**src/rtl/aes_mask_arbiter_if.sv**
```systemverilog
// Bundle of the two requester ports and the shared aes_mask engine port.
// slave  : the arbiter's view (takes requests, drives the engine).
// master : the environment's view (requesters plus engine model).
interface aes_mask_arbiter_if;
  // requester 0
  logic         req0;
  logic [127:0] key0;
  logic         keylen0;
  logic [127:0] block0;
  logic         rekey0;
  logic         done0;
  // requester 1
  logic         req1;
  logic [127:0] key1;
  logic         keylen1;
  logic [127:0] block1;
  logic         rekey1;
  logic         done1;
  // result returned to the granted requester
  logic [127:0] mask_out;
  logic         mask_err;
  // engine side
  logic         mask_init;
  logic         mask_next;
  logic [127:0] mask_key;
  logic         mask_keylen;
  logic [127:0] mask_block;
  logic         mask_ready;
  logic [127:0] mask_result;

  modport slave (
    input  req0, key0, keylen0, block0, rekey0,
    input  req1, key1, keylen1, block1, rekey1,
    input  mask_ready, mask_result,
    output done0, done1, mask_out, mask_err,
    output mask_init, mask_next, mask_key, mask_keylen, mask_block
  );

  modport master (
    output req0, key0, keylen0, block0, rekey0,
    output req1, key1, keylen1, block1, rekey1,
    output mask_ready, mask_result,
    input  done0, done1, mask_out, mask_err,
    input  mask_init, mask_next, mask_key, mask_keylen, mask_block
  );
endinterface

```
**src/rtl/aes_mask_arbiter.sv**
```systemverilog
// Round-robin sequencer sharing one aes_mask engine between two requesters.
// The engine key is only re-initialised when the key owner changes or the
// loaded key has been invalidated; a watchdog aborts a hung engine.
module aes_mask_arbiter #(
  parameter int unsigned TIMEOUT = 255
) (
  input logic               clk,
  input logic               reset,
  aes_mask_arbiter_if.slave bus
);

  typedef enum logic [2:0] {
    S_IDLE,
    S_INIT_START,
    S_INIT_SKIP,
    S_INIT_WAIT,
    S_NEXT_START,
    S_NEXT_SKIP,
    S_NEXT_WAIT,
    S_DONE
  } state_t;

  // Abort happens on the wait cycle in which the counter would reach TIMEOUT.
  localparam logic [15:0] TMO_LAST = 16'(TIMEOUT - 1);

  state_t       r_state, w_state_next;
  logic         r_grant, w_grant_next;
  logic         r_last_grant, w_last_grant_next;
  logic         r_key_valid, w_key_valid_next;
  logic         r_key_owner, w_key_owner_next;
  logic [15:0]  r_cnt, w_cnt_next;
  logic [127:0] r_mask_out, w_mask_out_next;
  logic         r_mask_err, w_mask_err_next;

  logic         w_pick;       // requester chosen in IDLE
  logic         w_rekey_cur;  // rekey aimed at the currently loaded owner
  logic         w_key_hit;    // loaded key belongs to w_pick and is still good

  // State register and datapath registers.
  always_ff @(posedge clk) begin
    if (reset) begin
      r_state      <= S_IDLE;
      r_grant      <= 1'b0;
      r_last_grant <= 1'b1;
      r_key_valid  <= 1'b0;
      r_key_owner  <= 1'b0;
      r_cnt        <= '0;
      r_mask_out   <= '0;
      r_mask_err   <= 1'b0;
    end else begin
      r_state      <= w_state_next;
      r_grant      <= w_grant_next;
      r_last_grant <= w_last_grant_next;
      r_key_valid  <= w_key_valid_next;
      r_key_owner  <= w_key_owner_next;
      r_cnt        <= w_cnt_next;
      r_mask_out   <= w_mask_out_next;
      r_mask_err   <= w_mask_err_next;
    end
  end

  // Next-state logic: arbitration, sequencing, watchdog and key bookkeeping.
  always_comb begin
    w_state_next      = r_state;
    w_grant_next      = r_grant;
    w_last_grant_next = r_last_grant;
    w_key_valid_next  = r_key_valid;
    w_key_owner_next  = r_key_owner;
    w_cnt_next        = r_cnt;
    w_mask_out_next   = r_mask_out;
    w_mask_err_next   = r_mask_err;

    w_pick      = (bus.req0 && bus.req1) ? ~r_last_grant : bus.req1;
    w_rekey_cur = r_key_owner ? bus.rekey1 : bus.rekey0;
    w_key_hit   = r_key_valid && !w_rekey_cur && (r_key_owner == w_pick);

    case (r_state)
      S_IDLE: begin
        if (bus.req0 || bus.req1) begin
          w_grant_next      = w_pick;
          w_last_grant_next = w_pick;
          w_state_next      = w_key_hit ? S_NEXT_START : S_INIT_START;
        end
      end
      S_INIT_START: begin
        // Engine key is being replaced: the old one is gone either way.
        w_key_valid_next = 1'b0;
        w_state_next     = S_INIT_SKIP;
      end
      S_INIT_SKIP: begin
        w_cnt_next   = '0;
        w_state_next = S_INIT_WAIT;
      end
      S_INIT_WAIT: begin
        if (bus.mask_ready) begin
          w_key_valid_next = 1'b1;
          w_key_owner_next = r_grant;
          w_state_next     = S_NEXT_START;
        end else if (r_cnt == TMO_LAST) begin
          w_cnt_next       = r_cnt + 16'd1;
          w_mask_out_next  = '0;
          w_mask_err_next  = 1'b1;
          w_key_valid_next = 1'b0;
          w_state_next     = S_DONE;
        end else begin
          w_cnt_next = r_cnt + 16'd1;
        end
      end
      S_NEXT_START: begin
        w_state_next = S_NEXT_SKIP;
      end
      S_NEXT_SKIP: begin
        w_cnt_next   = '0;
        w_state_next = S_NEXT_WAIT;
      end
      S_NEXT_WAIT: begin
        if (bus.mask_ready) begin
          w_mask_out_next = bus.mask_result;
          w_mask_err_next = 1'b0;
          w_state_next    = S_DONE;
        end else if (r_cnt == TMO_LAST) begin
          w_cnt_next       = r_cnt + 16'd1;
          w_mask_out_next  = '0;
          w_mask_err_next  = 1'b1;
          w_key_valid_next = 1'b0;
          w_state_next     = S_DONE;
        end else begin
          w_cnt_next = r_cnt + 16'd1;
        end
      end
      S_DONE: begin
        w_state_next = S_IDLE;
      end
      default: begin
        w_state_next = S_IDLE;
      end
    endcase

    // Rekey is checked against the owner as it will be after this cycle, so
    // a rekey coinciding with init completion for the same requester wins.
    if ((bus.rekey0 && !w_key_owner_next) || (bus.rekey1 && w_key_owner_next)) begin
      w_key_valid_next = 1'b0;
    end
  end

  // Engine strobes, grant muxes and done pulses decoded from the state.
  always_comb begin
    bus.mask_init   = (r_state == S_INIT_START);
    bus.mask_next   = (r_state == S_NEXT_START);
    bus.done0       = (r_state == S_DONE) && !r_grant;
    bus.done1       = (r_state == S_DONE) &&  r_grant;
    bus.mask_key    = '0;
    bus.mask_keylen = 1'b0;
    bus.mask_block  = '0;
    if (r_state != S_IDLE) begin
      bus.mask_key    = r_grant ? bus.key1    : bus.key0;
      bus.mask_keylen = r_grant ? bus.keylen1 : bus.keylen0;
      bus.mask_block  = r_grant ? bus.block1  : bus.block0;
    end
    bus.mask_out = r_mask_out;
    bus.mask_err = r_mask_err;
  end

endmodule

```
**src/flat_wrapper.sv**
```systemverilog
// flat-port wrapper written by rule: the top's interface ports become plain ports
module aes_mask_arbiter_flat 
#(
  parameter int unsigned TIMEOUT = 255
)
  (clk, reset, bus_req0, bus_key0, bus_keylen0, bus_block0, bus_rekey0, bus_req1, bus_key1, bus_keylen1, bus_block1, bus_rekey1, bus_mask_ready, bus_mask_result, bus_done0, bus_done1, bus_mask_out, bus_mask_err, bus_mask_init, bus_mask_next, bus_mask_key, bus_mask_keylen, bus_mask_block);
  aes_mask_arbiter_if bus_i ();
  input logic clk;
  input logic reset;
  input wire logic [$bits(bus_i.req0)-1:0] bus_req0;
  input wire logic [$bits(bus_i.key0)-1:0] bus_key0;
  input wire logic [$bits(bus_i.keylen0)-1:0] bus_keylen0;
  input wire logic [$bits(bus_i.block0)-1:0] bus_block0;
  input wire logic [$bits(bus_i.rekey0)-1:0] bus_rekey0;
  input wire logic [$bits(bus_i.req1)-1:0] bus_req1;
  input wire logic [$bits(bus_i.key1)-1:0] bus_key1;
  input wire logic [$bits(bus_i.keylen1)-1:0] bus_keylen1;
  input wire logic [$bits(bus_i.block1)-1:0] bus_block1;
  input wire logic [$bits(bus_i.rekey1)-1:0] bus_rekey1;
  input wire logic [$bits(bus_i.mask_ready)-1:0] bus_mask_ready;
  input wire logic [$bits(bus_i.mask_result)-1:0] bus_mask_result;
  output wire logic [$bits(bus_i.done0)-1:0] bus_done0;
  output wire logic [$bits(bus_i.done1)-1:0] bus_done1;
  output wire logic [$bits(bus_i.mask_out)-1:0] bus_mask_out;
  output wire logic [$bits(bus_i.mask_err)-1:0] bus_mask_err;
  output wire logic [$bits(bus_i.mask_init)-1:0] bus_mask_init;
  output wire logic [$bits(bus_i.mask_next)-1:0] bus_mask_next;
  output wire logic [$bits(bus_i.mask_key)-1:0] bus_mask_key;
  output wire logic [$bits(bus_i.mask_keylen)-1:0] bus_mask_keylen;
  output wire logic [$bits(bus_i.mask_block)-1:0] bus_mask_block;
  assign bus_i.req0 = bus_req0;
  assign bus_i.key0 = bus_key0;
  assign bus_i.keylen0 = bus_keylen0;
  assign bus_i.block0 = bus_block0;
  assign bus_i.rekey0 = bus_rekey0;
  assign bus_i.req1 = bus_req1;
  assign bus_i.key1 = bus_key1;
  assign bus_i.keylen1 = bus_keylen1;
  assign bus_i.block1 = bus_block1;
  assign bus_i.rekey1 = bus_rekey1;
  assign bus_i.mask_ready = bus_mask_ready;
  assign bus_i.mask_result = bus_mask_result;
  assign bus_done0 = bus_i.done0;
  assign bus_done1 = bus_i.done1;
  assign bus_mask_out = bus_i.mask_out;
  assign bus_mask_err = bus_i.mask_err;
  assign bus_mask_init = bus_i.mask_init;
  assign bus_mask_next = bus_i.mask_next;
  assign bus_mask_key = bus_i.mask_key;
  assign bus_mask_keylen = bus_i.mask_keylen;
  assign bus_mask_block = bus_i.mask_block;
  aes_mask_arbiter #(.TIMEOUT(TIMEOUT)) u_core (.clk(clk), .reset(reset), .bus(bus_i));
endmodule
```
**config.mk**
```make
export PLATFORM = sky130hd
export DESIGN_NAME = aes_mask_arbiter_flat
export DESIGN_NICKNAME = d
export VERILOG_FILES = /design/src/rtl/aes_mask_arbiter_if.sv /design/src/rtl/aes_mask_arbiter.sv /design/src/flat_wrapper.sv
export SDC_FILE = /design/constraint.sdc
export NUM_CORES = 1
export LEC_CHECK = 0
export ABC_AREA = 1
export BUFFER_PORTS_ARGS = -buffer_cell sky130_fd_sc_hd__buf_4
export CORE_AREA = 3 3 405 407
export CTS_CLUSTER_DIAMETER = 100
export DETAILED_ROUTE_END_ITERATION = 6
export DIE_AREA = 0 0 408 410
export GPL_TIMING_DRIVEN = 1
export PLACE_DENSITY = 0.3
export SLEW_MARGIN = 40
export SYNTH_ARGS = -nofsm -noshare
export SYNTH_HDL_FRONTEND = slang
export SYNTH_SLANG_ARGS = --single-unit
```
**constraint.sdc**
```tcl
create_clock -name clk -period 1.5 [get_ports clk]
set_clock_uncertainty 0.2 [all_clocks]
set_input_delay 0.075 -clock clk [delete_from_list [all_inputs] [get_ports clk]]
set_output_delay 0.075 -clock clk [all_outputs]
set_load 0.1 [all_outputs]
```
After elaboration in Yosys (flattened, before gate mapping)
Cells that the tools add are included.

cells by class
  add/sub/neg operators = 1
  equality and inequality tests = 13
  multiplexer cells = 30
  bitwise gates (word level) = 1
  reductions and logical operators = 24

operators with widths
  cell                                                    number
  2-to-1 mux 128 bit                                      7
  case mux 128 bit (2 select lines)                       1
  case mux 16 bit (2 select lines)                        1
  case mux 3 bit (8 select lines)                         1
  adder 16 x 1 -> 16 bit (second input constant)          1
  == test 16 x 8 -> 1 bit (second input constant)         1
  2-to-1 mux 16 bit                                       1
  2-to-1 mux 3 bit                                        5
  == test 3 bit (second input constant)                   4
  2-to-1 mux 1 bit                                        12
  AND reduction 2 bit                                     4
  logical AND 1 bit                                       7
  == test 3 x 2 -> 1 bit (second input constant)          2
  inequality test 2 bit (second input constant)           3
  nonzero test 3 bit                                      2
  OR reduction 2 bit                                      3
  nonzero test 2 bit                                      2
  == test 3 x 1 -> 1 bit (second input constant)          1
  zero test 1 bit                                         3
  zero test 3 bit                                         1
  case mux 1 bit (3 select lines)                         1
  logical OR 1 bit                                        2
  inequality test 2 x 1 -> 1 bit (second input constant)  1
  case mux 1 bit (2 select lines)                         1
  2 further kinds                                         2

storage, ports and cells
  register bits = 152
  bits of input ports = 649
  output and inout bits = 390
  logic and storage cells = 77

Longest topological paths before layout
  word-level depth = 7
  mapped depth = 11
  gate-level depth less buffers = 10

Worst setup path after synthesis
Ideal clock, no wire load.

  path kind = register to register
  start point = register u_core.r_state[0]
  end point = register u_core.r_key_valid
  arrival time = 2.925 ns
  slack = -1.742 ns
  cell stages (with the launch flop) = 6
  path buffers = 0
  period minus slack after synthesis = 3.242 ns
  cell sequence = dfxtp_1 -> inv_1 -> nor3_1 -> o21ai_0 -> nand3_1 -> nor2_1

between the ends
  elaborated cells between the ends (all ways) = 13
  those cells by class = 4 x eq/ne; 2 x mux; 7 x reduce/logical

RTL lines
  element                        RTL line                source
  from (decl)                    aes_mask_arbiter.sv:26  state_t r_state, w_state_next;
  from (signal assigned)         aes_mask_arbiter.sv:51  r_state <= w_state_next;
  == test 3 x 1 -> 1 bit *       -
  net bus_mask_init              flat_wrapper.sv:26      output wire logic [$bits(bus_i.mask_init)-1:0] bus_mask_init;
  nonzero test 3 bit (no line)   -
  AND reduction 2 bit (no line)  -
  to (signal assigned)           aes_mask_arbiter.sv:54  r_key_valid <= w_key_valid_next;
  to (decl)                      aes_mask_arbiter.sv:29  logic r_key_valid, w_key_valid_next;

Mark *: on every way through the listed nets, which the timed path passes. The rest lies on a longest branch.
A chain may end at the register's enable or synchronous reset.

Worst setup path after layout
  start point = register u_core.r_state[0]
  end point = output bus_mask_block[62]

between the ends
  cells in the longest elaborated chain, start to end = 2

RTL lines
  element             RTL line                 source
  nonzero test 3 bit  aes_mask_arbiter.sv:155  if (r_state != S_IDLE) begin
  2-to-1 mux 128 bit  aes_mask_arbiter.sv:155
  to (decl)           flat_wrapper.sv:30       output wire logic [$bits(bus_i.mask_block)-1:0] bus_mask_block;

No other way between the ends.

==> impl_metrics.py <==
metrics = {
    "detailed_routing": {
        "dr_total_vias": 18300,
        "postRouteAntennaNets": 0,
        "wl_per_cell_um": 21.3,
        "drt-vias-per-instance": 3.23,
        "drt-initial-drc-count": 727,
        "drc": 0,
        "routed_wl_um": 121000,
        "first_pass_iters": 5,
    },
    "sta": {
        "finalWorstSetupSlack_ns": -0.842,
        "worstMarginPinSlew_ns": 0.450,
        "min_period_ns": 2.34,
        "relSlewSlack_pct": 69.7,
        "hold_viol_final": 0,
        "fin_crit_sh_pct": 156,
        "rsz0062_at_grt": "true",
        "fmax_mhz": 427,
        "setup_viol": 412,
        "finalSetupTns_ns": -227.26,
        "slew_violations": 0,
    },
    "setup_path": {
        "crit_path_end_kind": "output pin",
        "max_stage_delay_ns": 0.36,
        "crit_buf_inv": 4,
        "worstPathCellList": "nor2_4 > nand2_8 > buf_16 > clkbuf_16 > nand2_4 > clkinvlp_4 > buf_12",
        "crit_family": "buffers and inverters",
        "slowest_stage": "dfxtp_4",
        "reg2reg_to": "u_core.r_grant",
        "arrival_ns": 2.07,
        "critical_path_required_ns": 1.22,
        "r2r_slack_ns": -0.44,
        "worst-path-max-fanout": 27,
        "ff2ff_path_depth": 8,
        "worstSetupStartpointType": "register",
        "path_class": "register to output pin",
        "regToRegStartpoint": "u_core.r_grant",
    },
    "global_route": {
        "antenna_found_initial": 30,
        "grt_max_degree": 40,
        "grt_remaining_overflow": 0,
        "first_global_vias": 19100,
        "grt_first_pass_wirelength_um": 158000,
        "grt_use_total_pct": 13.6,
    },
    "status": {
        "violations": "negative setup slack",
        "status": "complete, but fails checks",
    },
    "synthesis": {
        "synth_compound_area_share_pct": 7.69,
        "syn_area_per_cell_um2": 5.12,
        "synthAdderAreaFrac_pct": 0.226,
        "ys_warn_count": 0,
        "yosys_register_bits": 152,
        "synth.area.mux_share_pct": 0,
        "syn_inst": 2163,
        "yosysSeqAreaShare_pct": 27.5,
        "synth_nets": 2814,
        "synth_top_family_by_area": "simple AND/OR/NAND/NOR gates",
        "synth_xor_area_share_pct": 0,
        "synth-simple-area-share_pct": 48.9,
        "syn_area_um2": 11100,
        "netlist-cell-type-count": 26,
    },
    "finish": {
        "synthToLayoutAreaGrowth_pct": 187,
        "drive_gt1_share_pct": 58.8,
        "nNetsFinal": 4146,
        "nFillCells": 18300,
        "fin_util_pct": 19.8,
    },
    "clock_network": {
        "cts_tree": "done",
        "root_buffer": "clkbuf_16",
        "clk_latency_ns": 0.47,
        "cts_made_buffers": 17,
        "clockBufferDepth": 2,
        "path_clk_slew_ns": 0.08,
        "clkSinkCount": 152,
        "htree_levels": 4,
    },
    "place": {
        "dp_hpwl_um": 102000,
        "place.gp.congestion": 0.882,
        "port_buffers": 1038,
    },
    "power_and_ir_drop": {
        "leakagePower_uw": 0.0139,
        "seq_power_share_pct": 11.1,
        "switching_share_pct": 55.8,
        "p_switching_uw": 20500,
        "p_int_uw": 16300,
        "combPwrFrac_pct": 75.9,
        "p_per_area_nw_per_um2": 1160,
        "ir_drop_mv": 0.856,
        "p_clk_share_pct": 12.9,
    },
    "floorplan": {
        "start_util_pct": 6.90,
        "die_w_um": 408,
        "die_h_um": 410,
        "io_pins": 1039,
        "die-area_um2": 167000,
        "rows": 147,
        "coreArea_um2": 161000,
    },
    "min_path": {
        "min_to": "u_core.bus.mask_out[23]",
        "holdPathStages": 4,
        "hold_start": "bus_mask_result[23]",
        "hold_path_class": "input pin to register",
    },
    "job": {
        "drv_cap": 0,
    },
}
==> registers in the layout, indices dropped and copies added (netlist names) <==
signal and cells:
u_core.r_last_grant 1, u_core.r_cnt 16, u_core.r_key_valid 1, u_core.r_state 3, u_core.r_grant 1, u_core.r_key_owner 1, u_core.bus.mask_err 1, u_core.bus.mask_out 128
==> routing by layer <==
metal / global-route usage [%] / up-vias / routed length, um
met2: 23.3 / 762 / 58300
met4: 3.21 / 18 / 2590
li1: - / 9025 / -
met3: 4.71 / 91 / 10300
met5: 0 / - / 101
met1: 16.2 / 8438 / 49500
==> worst max path at each step <==
stage                            startpoint                  end  slack (ns)  depth (start not counted)
after floorplan           u_core.r_state[0]   u_core.r_key_valid       -0.35                          5
after global placement       u_core.r_grant   bus_mask_block[66]       -0.52                          7
after detailed placement     u_core.r_grant   bus_mask_block[66]       -0.52                          7
after CTS                    u_core.r_grant    bus_mask_key[115]       -0.88                          9
after global routing         u_core.r_grant  bus_mask_block[121]       -0.90                          9
final                     u_core.r_state[0]   bus_mask_block[62]       -0.84                          7
==> through the flow <==
step	hold slack, ns	std cells	total power, uW	cell area (um2)	setup slack, ns
finish	0.216	5677	36800	31800	-0.842
global route	0.208	5674	38200	31800	-0.903
CTS	0.165	5652	36300	31000	-0.877
detailed placement	0.141	5456	27600	26100	-0.525
global placement	0.141	5456	27700	26100	-0.519
floorplan	0.0224	2163	20000	14000	-0.350
==> cell usage in the layout, fill, tap and decap left out, types with 2 or more instances in the layout <==
cell / count
buf_4: 940
nand2_1: 916
nand2_2: 285
clkinvlp_4: 258
buf_12: 200
nand2_4: 158
dfxtp_1: 148
a21oi_1: 147
dlygate4sd3_1: 134
buf_8: 70
buf_6: 63
nor2_1: 33
clkbuf_16: 31
inv_1: 24
buf_16: 21
o21ai_0: 19
nand3_1: 14
diode_2: 9
inv_6: 5
inv_2: 4
nor3_4: 3
nor2_4: 3
nor3_1: 3
inv_8: 3
dfxtp_4: 3
nand2_8: 2
or2_2: 2
ha_1: 2
bufinv_16: 2
clkinv_4: 2
==> area by class of cell <==
type | count | area, um2 | area share (%)
repair buffers | 1442 | 15100 | 47.4
multi-input cells | 1593 | 8240 | 25.9
flip-flops and latches | 152 | 3060 | 9.60
well taps | 2160 | 2700 | 8.50
inverters | 288 | 2070 | 6.52
clock buffers | 17 | 425 | 1.34
clock inverters | 15 | 184 | 0.578
diodes | 9 | 22.5 | 0.0708
repair inverters | 1 | 16.3 | 0.0511
==> kinds of logic after synthesis <==
family                   after synthesis
buffers and inverters                418
AO/OA/AOI/OAI                        169
adder cells (fa/ha/maj)                2
flip-flops                           152
AND/OR/NAND/NOR                     1422
==> power groups by stage <==
stage               registers [uW]  clock network (uW)  logic [uW]
global placement              4200                   0       23500
global route                  4110                5090       29000
floorplan                     4270                   0       15800
finish                        4100                4760       28000
detailed placement            4200                   0       23400
CTS                           4100                5020       27200
==> worst register-to-register path, cell delays in order, from the launching register on <==
cell and delay, ns:
dfxtp_4 0.39, buf_4 0.17, buf_16 0.19, buf_12 0.18, clkbuf_16 0.16, buf_6 0.12, nand2_1 0.05, a21oi_1 0.21
buf_4 0.20
==> cells in the mapped netlist <==
library cell / count / area (um2)
buf_8: 1 / 15.0
nor3_1: 6 / 30.0
nand3b_1: 1 / 7.51
nand2_2: 13 / 81.3
clkbuf_1: 70 / 263
nor2_4: 1 / 11.3
buf_2: 40 / 200
o21a_1: 1 / 7.51
buf_6: 14 / 158
dfxtp_1: 152 / 3040
ha_1: 2 / 25.0
o21ai_1: 1 / 5.00
buf_1: 3 / 11.3
inv_2: 4 / 15.0
a21oi_1: 147 / 736
or2_2: 2 / 12.5
clkinv_1: 2 / 7.51
nand3_1: 14 / 70.1
nand2_1: 1348 / 5060
inv_1: 282 / 1060
nor2_1: 35 / 131
o21ai_0: 19 / 95.1
nor2_2: 1 / 6.26
a41oi_1: 1 / 8.76
buf_4: 2 / 15.0
nand4_1: 1 / 6.26
==> what timing repair did <==
action / in CTS / in global routing
gates cloned: 12 / 15
hold endpoints to repair: 146 / 0
hold buffers: 134 / 0
gates resized for setup: 622 / 125
pin swaps: 25 / 13
setup buffers: 19 / 1
setup endpoints to repair: 414 / 413
Note: power is estimated with default switching activity, not from simulation.
